[src/rtl/event_fifo.sv]
// event_fifo: circular-buffer FIFO with occupancy count, almost-full/empty
// thresholds, sticky overflow/underflow flags, selectable registered or
// first-word-fall-through read, and optional drop-oldest on write-to-full.
module event_fifo #(
    parameter int DATA_WIDTH    = 8,
    parameter int ADDR_WIDTH    = 7,
    parameter int AFULL_THRESH  = (2 ** ADDR_WIDTH) - 4,
    parameter int AEMPTY_THRESH = 4,
    parameter int FWFT          = 0,
    parameter int DROP_OLDEST   = 0
) (
    input  logic                  clk,
    input  logic                  reset,
    input  logic                  wr,
    input  logic [DATA_WIDTH-1:0] data_in,
    input  logic                  rd,
    input  logic                  clear_flags,
    output logic [DATA_WIDTH-1:0] data_out,
    output logic                  fifo_full,
    output logic                  fifo_empty,
    output logic                  almost_full,
    output logic                  almost_empty,
    output logic [ADDR_WIDTH:0]   count,
    output logic                  overflow,
    output logic                  underflow
);

    localparam int DEPTH = 2 ** ADDR_WIDTH;

    // Thresholds sized to the count so every compare is width-matched.
    localparam logic [ADDR_WIDTH:0] FULL_LVL   = (ADDR_WIDTH + 1)'(DEPTH);
    localparam logic [ADDR_WIDTH:0] AFULL_LVL  = (ADDR_WIDTH + 1)'(AFULL_THRESH);
    localparam logic [ADDR_WIDTH:0] AEMPTY_LVL = (ADDR_WIDTH + 1)'(AEMPTY_THRESH);

    logic [DATA_WIDTH-1:0] mem [DEPTH];
    logic [ADDR_WIDTH-1:0] wr_ptr;
    logic [ADDR_WIDTH-1:0] rd_ptr;

    logic rd_accept;
    logic wr_accept;
    logic wr_blocked;
    logic overwrite;
    logic mem_we;
    logic rd_adv;
    logic drop_mode;

    // Status is a pure function of the registered count, so it tracks count
    // with no added latency.
    assign fifo_full    = (count == FULL_LVL);
    assign fifo_empty   = (count == '0);
    assign almost_full  = (count >= AFULL_LVL);
    assign almost_empty = (count <= AEMPTY_LVL);

    assign drop_mode  = (DROP_OLDEST != 0);

    // A pop frees a slot in the same cycle, so a write to a full FIFO is
    // still accepted when it is paired with an accepted read.
    assign rd_accept  = rd & ~fifo_empty;
    assign wr_accept  = wr & (~fifo_full | rd_accept);
    assign wr_blocked = wr & fifo_full & ~rd_accept;

    // Drop-oldest: the blocked write replaces the head; both pointers move
    // together so occupancy stays at DEPTH.
    assign overwrite  = wr_blocked & drop_mode;
    assign mem_we     = wr_accept | overwrite;
    assign rd_adv     = rd_accept | overwrite;

    // Storage array; contents are never reset, pointers/count guard validity.
    always_ff @(posedge clk) begin
        if (mem_we) begin
            mem[wr_ptr] <= data_in;
        end
    end

    // Read/write pointers wrap naturally at DEPTH through their bit width.
    always_ff @(posedge clk or negedge reset) begin
        if (!reset) begin
            wr_ptr <= '0;
            rd_ptr <= '0;
        end else begin
            if (mem_we) begin
                wr_ptr <= wr_ptr + 1'b1;
            end
            if (rd_adv) begin
                rd_ptr <= rd_ptr + 1'b1;
            end
        end
    end

    // Occupancy: only a lone accepted write or a lone accepted read changes it.
    always_ff @(posedge clk or negedge reset) begin
        if (!reset) begin
            count <= '0;
        end else begin
            case ({wr_accept, rd_accept})
                2'b10:   count <= count + 1'b1;
                2'b01:   count <= count - 1'b1;
                default: count <= count;
            endcase
        end
    end

    // Sticky error flags; a new error in the clearing cycle keeps the flag set.
    always_ff @(posedge clk or negedge reset) begin
        if (!reset) begin
            overflow  <= 1'b0;
            underflow <= 1'b0;
        end else begin
            if (wr_blocked) begin
                overflow <= 1'b1;
            end else if (clear_flags) begin
                overflow <= 1'b0;
            end

            if (rd & fifo_empty) begin
                underflow <= 1'b1;
            end else if (clear_flags) begin
                underflow <= 1'b0;
            end
        end
    end

    generate
        if (FWFT != 0) begin : g_fwft
            // Head entry is always visible; forced to zero while empty so the
            // output is defined out of reset.
            assign data_out = fifo_empty ? '0 : mem[rd_ptr];
        end else begin : g_registered
            // Registered read: capture the head on the edge that pops it.
            always_ff @(posedge clk or negedge reset) begin
                if (!reset) begin
                    data_out <= '0;
                end else if (rd_accept) begin
                    data_out <= mem[rd_ptr];
                end
            end
        end
    endgenerate

endmodule

[config.mk]
export PLATFORM = sky130hd
export DESIGN_NAME = event_fifo
export DESIGN_NICKNAME = d
export VERILOG_FILES = /design/src/rtl/event_fifo.sv
export SDC_FILE = /design/constraint.sdc
export NUM_CORES = 1
export LEC_CHECK = 0
export BUFFER_PORTS_ARGS = -buffer_cell sky130_fd_sc_hd__buf_2
export CORE_ASPECT_RATIO = 1.5
export CORE_MARGIN = 4
export CORE_UTILIZATION = 40
export CTS_CLUSTER_DIAMETER = 120
export DETAILED_ROUTE_END_ITERATION = 8
export HOLD_SLACK_MARGIN = 0.02
export SYNTH_ARGS = -nofsm -noshare
export SYNTH_HDL_FRONTEND = slang
export SYNTH_SLANG_ARGS = --single-unit
[constraint.sdc]
create_clock -name clk -period 4.1 [get_ports clk]
set_input_delay 0 -clock clk [delete_from_list [all_inputs] [get_ports clk]]
set_output_delay 0 -clock clk [all_outputs]
set_load 0.005 [all_outputs]
==> results by group, run 1 <==
Clocking
  – CTS tree: yes
  – Clock transition at path regs: 0.07 ns
  – Hold buffer count at CTS: 14
  – Latest clock arrival within the worst-skew pair: 0.69 ns
  – Post-cts resize count: 0
  – CTS Buf Count: 91
  – Clk root buf: clkbuf_16
  – H-tree depth: 3
  – Clk buf depth: 3
  – Postcts setup bufs: 0
  – Clock sinks: 1,056

Critical path
  – Worst Path Max Fanout: 36
  – Worst EP arrival: 3.99 ns
  – Worst EP required: 4.62 ns
  – Critical path endpoint category: flip-flop
  – CP startpoint kind: flip-flop
  – Setup CP Type: flip-flop to flip-flop

Global route
  – Pin count of the biggest net entering global routing: 92
  – GR Layer Usage met1: 22.42%
  – GR Layer Usage met3: 2.296%
  – Met2 Track Usage GR: 32.75%
  – All-Layer GR Usage: 18.07%
  – Remaining Overflow, GRT: 0
  – Vias in the first global route: 21,090
  – Initial antenna violation count: 1
  – Grt peak-use layer: met2
  – Global-route wire length before repair: 145.2 mm

Place
  – DP HPWL: 63.32 mm
  – Placed standard-cell area: 43,460 um^2
  – PortBufs: 34
  – Pre-CTS setup slack: 0.5976 ns
  – Final GP Congestion: 0.8575

Route
  – Antenna Violating Nets Remaining: 0
  – DR vias: 20,370
  – DRC violations left: 0
  – DR WL/cell: 27.41 um
  – Vias per inst: 5.661
  – DR iter-0 viols: 1,751
  – Pre-antenna DRT Iters: 5
  – Routed WL: 98.64 mm

Final layout
  – Syn-to-layout area delta: 12.58%
  – Layout cells sized above 1: 20.94%
  – Design area: 46,570 um^2
  – Fillcell total: 8,560
  – NumNets Final: 2,230

Yosys
  – Unique cell type count in the Yosys netlist: 55
  – Post-Syn Instances: 2,092
  – Syn Nets: 2,114
  – Sequential area share after synthesis: 76.26%
  – Async SR Flop Fraction: 3.030%
  – Mapped cell area: 41,370 um^2
  – Most used DFF post-synth: edfxtp_1
  – Post-synth EDFFs: 1,024
  – Yosys reg bits: 1,056
  – Synth Area per Inst: 19.78 um^2
  – Yosys warnings: 0

Min path
  – Hold Path Class: input port to flip-flop

Pwr
  – Worst VDD drop: 0.0004610 V
  – P_leak: 14.84 nW
  – Pwr Density: 629.3 nW/um^2

Die
  – Die W: 270.6 um
  – Core area: 102,700 um^2
  – I/O Pins: 35
  – Die Height: 401.9 um
  – FP Rows: 144
  – Die area: 108,700 um^2
  – Starting Density: 40.28%

STA
  – Minimum clock period: 3.471 ns
  – Slew headroom: 27.67%
  – Final period utilization: 84.65%
  – Least-Margin Pin Slew: 1.085 ns
  – Min setup slack post-route: 0.6293 ns
  – Setup Skew: 0.02413 ns
  – Slew Limit Fails: 0
  – RSZ-0062 raised after global routing: no
  – Final-report hold violation count: 0
  – Setup TNS: 0 ns
  – Max Freq: 0.2881 GHz
  – Finish-stage setup viols: 0

Run
  – Max cap viols: 0

Outcome
  – Outcome: complete, no violations
cells in the mapped netlist, drive strengths merged (2+ instances only):
| cell type | instances | area (um^2) |
|---|---|---|
| xnor2 | 13 | 113.9 |
| or4 | 3 | 22.52 |
| nor4b | 3 | 26.28 |
| nand3b | 6 | 48.80 |
| o31ai | 4 | 30.03 |
| nand2 | 37 | 138.9 |
| xor2 | 5 | 43.79 |
| a211oi | 31 | 232.7 |
| buf | 72 | 417.9 |
| nand3 | 20 | 100.1 |
| mux2 | 4 | 45.04 |
| a21oi | 30 | 150.1 |
| edfxtp | 1024 | 30750 |
| and3 | 4 | 25.02 |
| nand2b | 4 | 25.02 |
| o21a | 4 | 30.03 |
| a22oi | 19 | 142.6 |
| nor4 | 4 | 25.02 |
| a2111oi | 6 | 52.55 |
| mux4 | 187 | 4212 |
| clkbuf | 47 | 176.4 |
| o221a | 4 | 45.04 |
| inv | 9 | 33.78 |
| a31oi | 4 | 25.02 |
| nor2b | 11 | 68.82 |
| o21ai | 18 | 90.09 |
| and2 | 5 | 31.28 |
| nand4 | 5 | 31.28 |
| o221ai | 10 | 87.58 |
| a21o | 2 | 15.01 |
| or2 | 4 | 25.02 |
| dfrtp | 32 | 800.8 |
| a22o | 7 | 61.31 |
| nor3 | 8 | 40.04 |
| nor2 | 170 | 638.1 |
| o21bai | 3 | 22.52 |
| ha | 8 | 100.1 |
| mux2i | 194 | 1942 |
| or3b | 2 | 17.52 |
| o22ai | 52 | 325.3 |
| o2111ai | 8 | 70.07 |
metrics by stage:
stage                     utilization (%)  cells  total power [mW]  hold slack, ns
after global routing                45.35   3597             30.42         0.04495
after detailed placement            42.32   3415             21.05          0.1441
final                               45.35   3598             29.31         0.02720
after floorplan                         -   2092             18.11         -0.2956
after CTS                           45.35   3597             29.60         0.02411
after global placement              42.32   3415             20.96          0.1397
metal layers:
metal | vias to the layer above | wire length (um)
met5 | - | 0
met4 | 0 | 3173
met3 | 158 | 4697
met2 | 665 | 52880
met1 | 10750 | 37890
li1 | 8795 | -
power breakdown:
part	internal [mW]	switching, mW
Sequential	12.2	0.516
Clock	4.71	3.87
Combinational	3.44	4.58
sequential cells by signal, summed over array words and instances, names as in the netlist:
signal and cells:
mem 1024, count 8, overflow 1, rd_ptr 7, data_out 8, wr_ptr 7, underflow 1
critical path, cell delays in order (launching register included):
cell	delay (ns)
dfrtp_4	0.78
buf_12	0.37
buf_4	0.60
mux2i_1	0.29
a22oi_1	0.13
nand3_1	0.16
nand4_1	0.20
a211oi_1	0.67
a211oi_1	0.10
logic make-up (layout without fill, tap and decap cells):
logic type,count (synthesis),after routing,synth area share [%]
flip-flops,1056,1056,76.26
multiplexers,385,385,14.98
AND/OR/NAND/NOR,288,288,3.091
AO/OA/AOI/OAI,208,208,3.472
buffers and inverters,128,319,1.518
XOR/XNOR,18,18,0.3811
adder cells (fa/ha/maj),9,9,0.2904
other,0,1,0
layout make-up:
cell class / count / area, um^2 / share of cell area (%)
Antenna cell: 1 / 2.502 / 0.005373
Timing Repair Buffer: 142 / 1171 / 2.515
Clock inverter: 62 / 535.5 / 1.150
Tap cell: 1314 / 1644 / 3.530
Clock buffer: 106 / 2427 / 5.212
Multi-Input combinational cell: 908 / 9196 / 19.75
Inverter: 9 / 33.78 / 0.07254
Sequential cell: 1056 / 31560 / 67.77
path summary, 6_finish.rpt:
path	startpoint	endpoint	slack, ns	cells past startpoint
min in group asynchronous	reset	count[7]	0.42	4
setup reg to reg	rd_ptr[0]	data_out[4]	0.63	8
hold reg to reg	wr_ptr[2]	wr_ptr[2]	0.60	2
hold / removal	data_in[2]	mem[67][2]	0.03	1
setup / recovery	rd_ptr[0]	data_out[4]	0.63	8
max in group asynchronous	reset	rd_ptr[0]	3.47	4
cell usage in the layout, fill, tap and decap left out, types with 9 or more instances in the layout:
cell type and n:
mux4_2 187, clkinv_2 21, xnor2_1 13, a211oi_1 31, a21oi_1 30, o221ai_1 10
clkinv_1 18, nand2_1 37, inv_1 9, mux2i_1 194, dlygate4sd3_1 13, dfrtp_1 28
buf_2 26, nor2b_1 9, nor2_1 170, o22ai_1 52, clkbuf_1 9, a22oi_1 19
buf_12 11, buf_4 92, edfxtp_1 1024, o21ai_0 18, nand3_1 20, clkbuf_16 94
Power figures use the tool's default switching activity.
==> run 2: changes to the inputs <==
==> constraint.sdc (replaced) <==
create_clock -name clk -period 3.32 [get_ports clk]
set_input_delay 0 -clock clk [delete_from_list [all_inputs] [get_ports clk]]
set_output_delay 0 -clock clk [all_outputs]
set_load 0.005 [all_outputs]
==> results by group, run 2 (same netlist as run 1, synthesis figures left out) <==
Final layout
  – Commonest cells after routing, fill and taps aside: 1,024 x edfxtp_1, 194 x mux2i_1, 187 x mux4_2
  – NumNets Final: 2,267 (+1.7%)
  – Syn-to-layout area delta: 13.99%
  – Fillcell total: 8,572 (+0.14%)
  – Design area: 47,160 um^2 (+1.3%)
  – Antenna cells: 0 (-1)
  – Commonest non-fill, non-tap cell in the layout: edfxtp_1
  – Most flop-heavy register: mem
  – Multi-input logic area: 9211 um^2 (+0.16%)
  – Layout cells sized above 1: 22.15% (+1.2 points)
  – FF/Latch Area: 31,560 um^2 (unchanged)
  – Largest register FFs: 1,024 (unchanged)
  – Biggest regs: mem: 1024 flops, count: 8 flops, data_out: 8 flops

STA
  – Hold slack: 0.01807 ns (-0.009127 ns)
  – Final period utilization: 92.46% (+7.8 points)
  – Final-report hold violation count: 0 (unchanged)
  – Finish-stage setup viols: 0 (unchanged)
  – RSZ-0062 raised after global routing: no
  – Minimum clock period: 3.070 ns (-0.4009 ns)
  – Least-Margin Pin Slew: 1.160 ns (+0.07556 ns)
  – Setup TNS: 0 ns (unchanged)
  – Max Freq: 0.3258 GHz (+13%)
  – Setup Skew: 0.01492 ns (-0.009207 ns)
  – Slew headroom: 22.64% (-5.0 points)
  – Slew Limit Fails: 0 (unchanged)

Route
  – Antenna Violating Nets Remaining: 0 (unchanged)
  – DRC violations left: 0 (unchanged)
  – DR vias: 20,530 (+0.77%)
  – Pre-antenna DRT Iters: 5 (unchanged)
  – Routed WL: 100.3 mm (+1.7%)
  – DR WL/cell: 27.59 um (+0.64%)
  – DR iter-0 viols: 1,802 (+2.9%)
  – Vias per inst: 5.646 (-0.26%)

Critical path
  – Setup CP Type: flip-flop to flip-flop
  – Worst Path Max Fanout: 21 (-42%)
  – R2R cell count: 7 (-1)
  – Worst EP arrival: 3.63 ns (-0.36 ns)
  – CP peak stage delay: 0.61 ns (-0.17 ns)
  – CP top delay family: multiplexers
  – Slowest CP cell: dfrtp_4
  – Stages on worst setup path: 7 (-1)
  – R2R Path End: data_out[3]
  – Worst EP required: 3.88 ns (-0.74 ns)
  – Critical path endpoint category: flip-flop
  – CP startpoint kind: flip-flop
  – Reg2reg setup slack: 0.25 ns (-0.38 ns)
  – Worst path bufs/invs: 2 (unchanged)
  – Cell Chain, Critical Path: buf_12 -> buf_12 -> mux4_2 -> mux4_2 -> a211oi_1 -> o31ai_1 -> o221a_2
  – Worst R2R Start: rd_ptr[0]

Die
  – FP Rows: 144 (unchanged)
  – Starting Density: 40.28% (unchanged)
  – Die W: 270.6 um (unchanged)
  – Core area: 102,700 um^2 (unchanged)
  – Die area: 108,700 um^2 (unchanged)
  – I/O Pins: 35 (unchanged)
  – Die Height: 401.9 um (unchanged)

Place
  – DP HPWL: 65.82 mm (+4.0%)
  – Final GP Congestion: 0.8412 (-1.9%)
  – PortBufs: 34 (unchanged)
  – Placed standard-cell area: 43,920 um^2 (+1.1%)

Clocking
  – Clock sinks: 1,056 (unchanged)
  – Clk root buf: clkbuf_16
  – H-tree depth: 3 (unchanged)
  – Clk buf depth: 3 (unchanged)
  – CTS Buf Count: 90 (-1.1%)
  – Latest clock arrival within the worst-skew pair: 0.67 ns (-0.02 ns)
  – CTS tree: yes
  – Clock transition at path regs: 0.07 ns (about the same)

Min path
  – HP Start: data_in[6]
  – Worst Hold Path EP: mem[70][6]
  – Worst Hold Depth: 1 (unchanged)
  – Hold Path Class: input port to flip-flop

Global route
  – Remaining Overflow, GRT: 0 (unchanged)
  – Global-route wire length before repair: 147.8 mm (+1.8%)
  – Vias in the first global route: 21,710 (+2.9%)
  – Initial antenna violation count: 1 (unchanged)
  – Pin count of the biggest net entering global routing: 96 (+4.3%)
  – All-Layer GR Usage: 18.38% (+0.31 points)

Pwr
  – Pwr Density: 787.5 nW/um^2 (+25%)
  – Worst VDD drop: 0.0004396 V (-4.6%)
  – P_leak: 15.13 nW (+1.9%)

Run
  – Max cap viols: 0 (unchanged)

Outcome
  – Outcome: complete, no violations
[run 2: what timing repair did]
item / in CTS / in global routing
endpoints found under the hold margin: 361 / 0
hold buffers: 13 / 0
buffers inserted: 0 / 1
resized for setup: 2 / 2
endpoints found under the setup margin: 2 / 4
[run 2: cell type report]
type	instances	area share, %
Inverter	9	0.07164
Timing Repair Buffer	180	3.492
Clock buffer	113	5.275
Clock inverter	55	1.210
Multi-Input combinational cell	908	19.53
Sequential cell	1056	66.93
Tap cell	1314	3.486
[run 2: stage by stage]
step                      worst slack [ns]  util (%)  std cells  power, mW
final                               0.2503     45.92       3635      37.14
after global routing               0.06611     45.92       3635      38.55
after CTS                          0.04141     45.89       3634      37.39
after detailed placement          -0.06951     42.76       3453      26.55
after global placement            -0.08990     42.76       3453      26.43
after floorplan                     0.4264         -       2092      22.37
[run 2: per-layer routing]
metal  global-route usage (%)  part of all wire [%]  vias up
li1                         -                     -     8847
met1                    22.35                    37    10880
met2                    33.36                    54      626
met5                        0                 0.013        -
met4                    6.689                   3.5        2
met3                    2.672                   5.1      174
[run 2: power breakdown]
part	internal [mW]	switching [mW]
Combinational	4.74	5.90
Clock	6.19	4.71
Sequential	15.1	0.545
[run 2: worst max path at each step]
stage	slack, ns	startpoint	end
4_1_cts	0.04	rd_ptr[0]	data_out[3]
3_3_place_gp	-0.09	rd_ptr[0]	data_out[7]
3_5_place_dp	-0.07	rd_ptr[0]	data_out[7]
6_report	0.25	rd_ptr[0]	data_out[3]
5_1_grt	0.07	rd_ptr[0]	data_out[3]
2_1_floorplan	0.43	count[2]	count[7]
[run 2: worst register-to-register path, stage by stage (launching register included)]
cell      delay [ns]
dfrtp_4         0.61
buf_12          0.27
buf_12          0.24
mux4_2          0.55
mux4_2          0.46
a211oi_1        0.39
o31ai_1         0.25
o221a_2         0.18
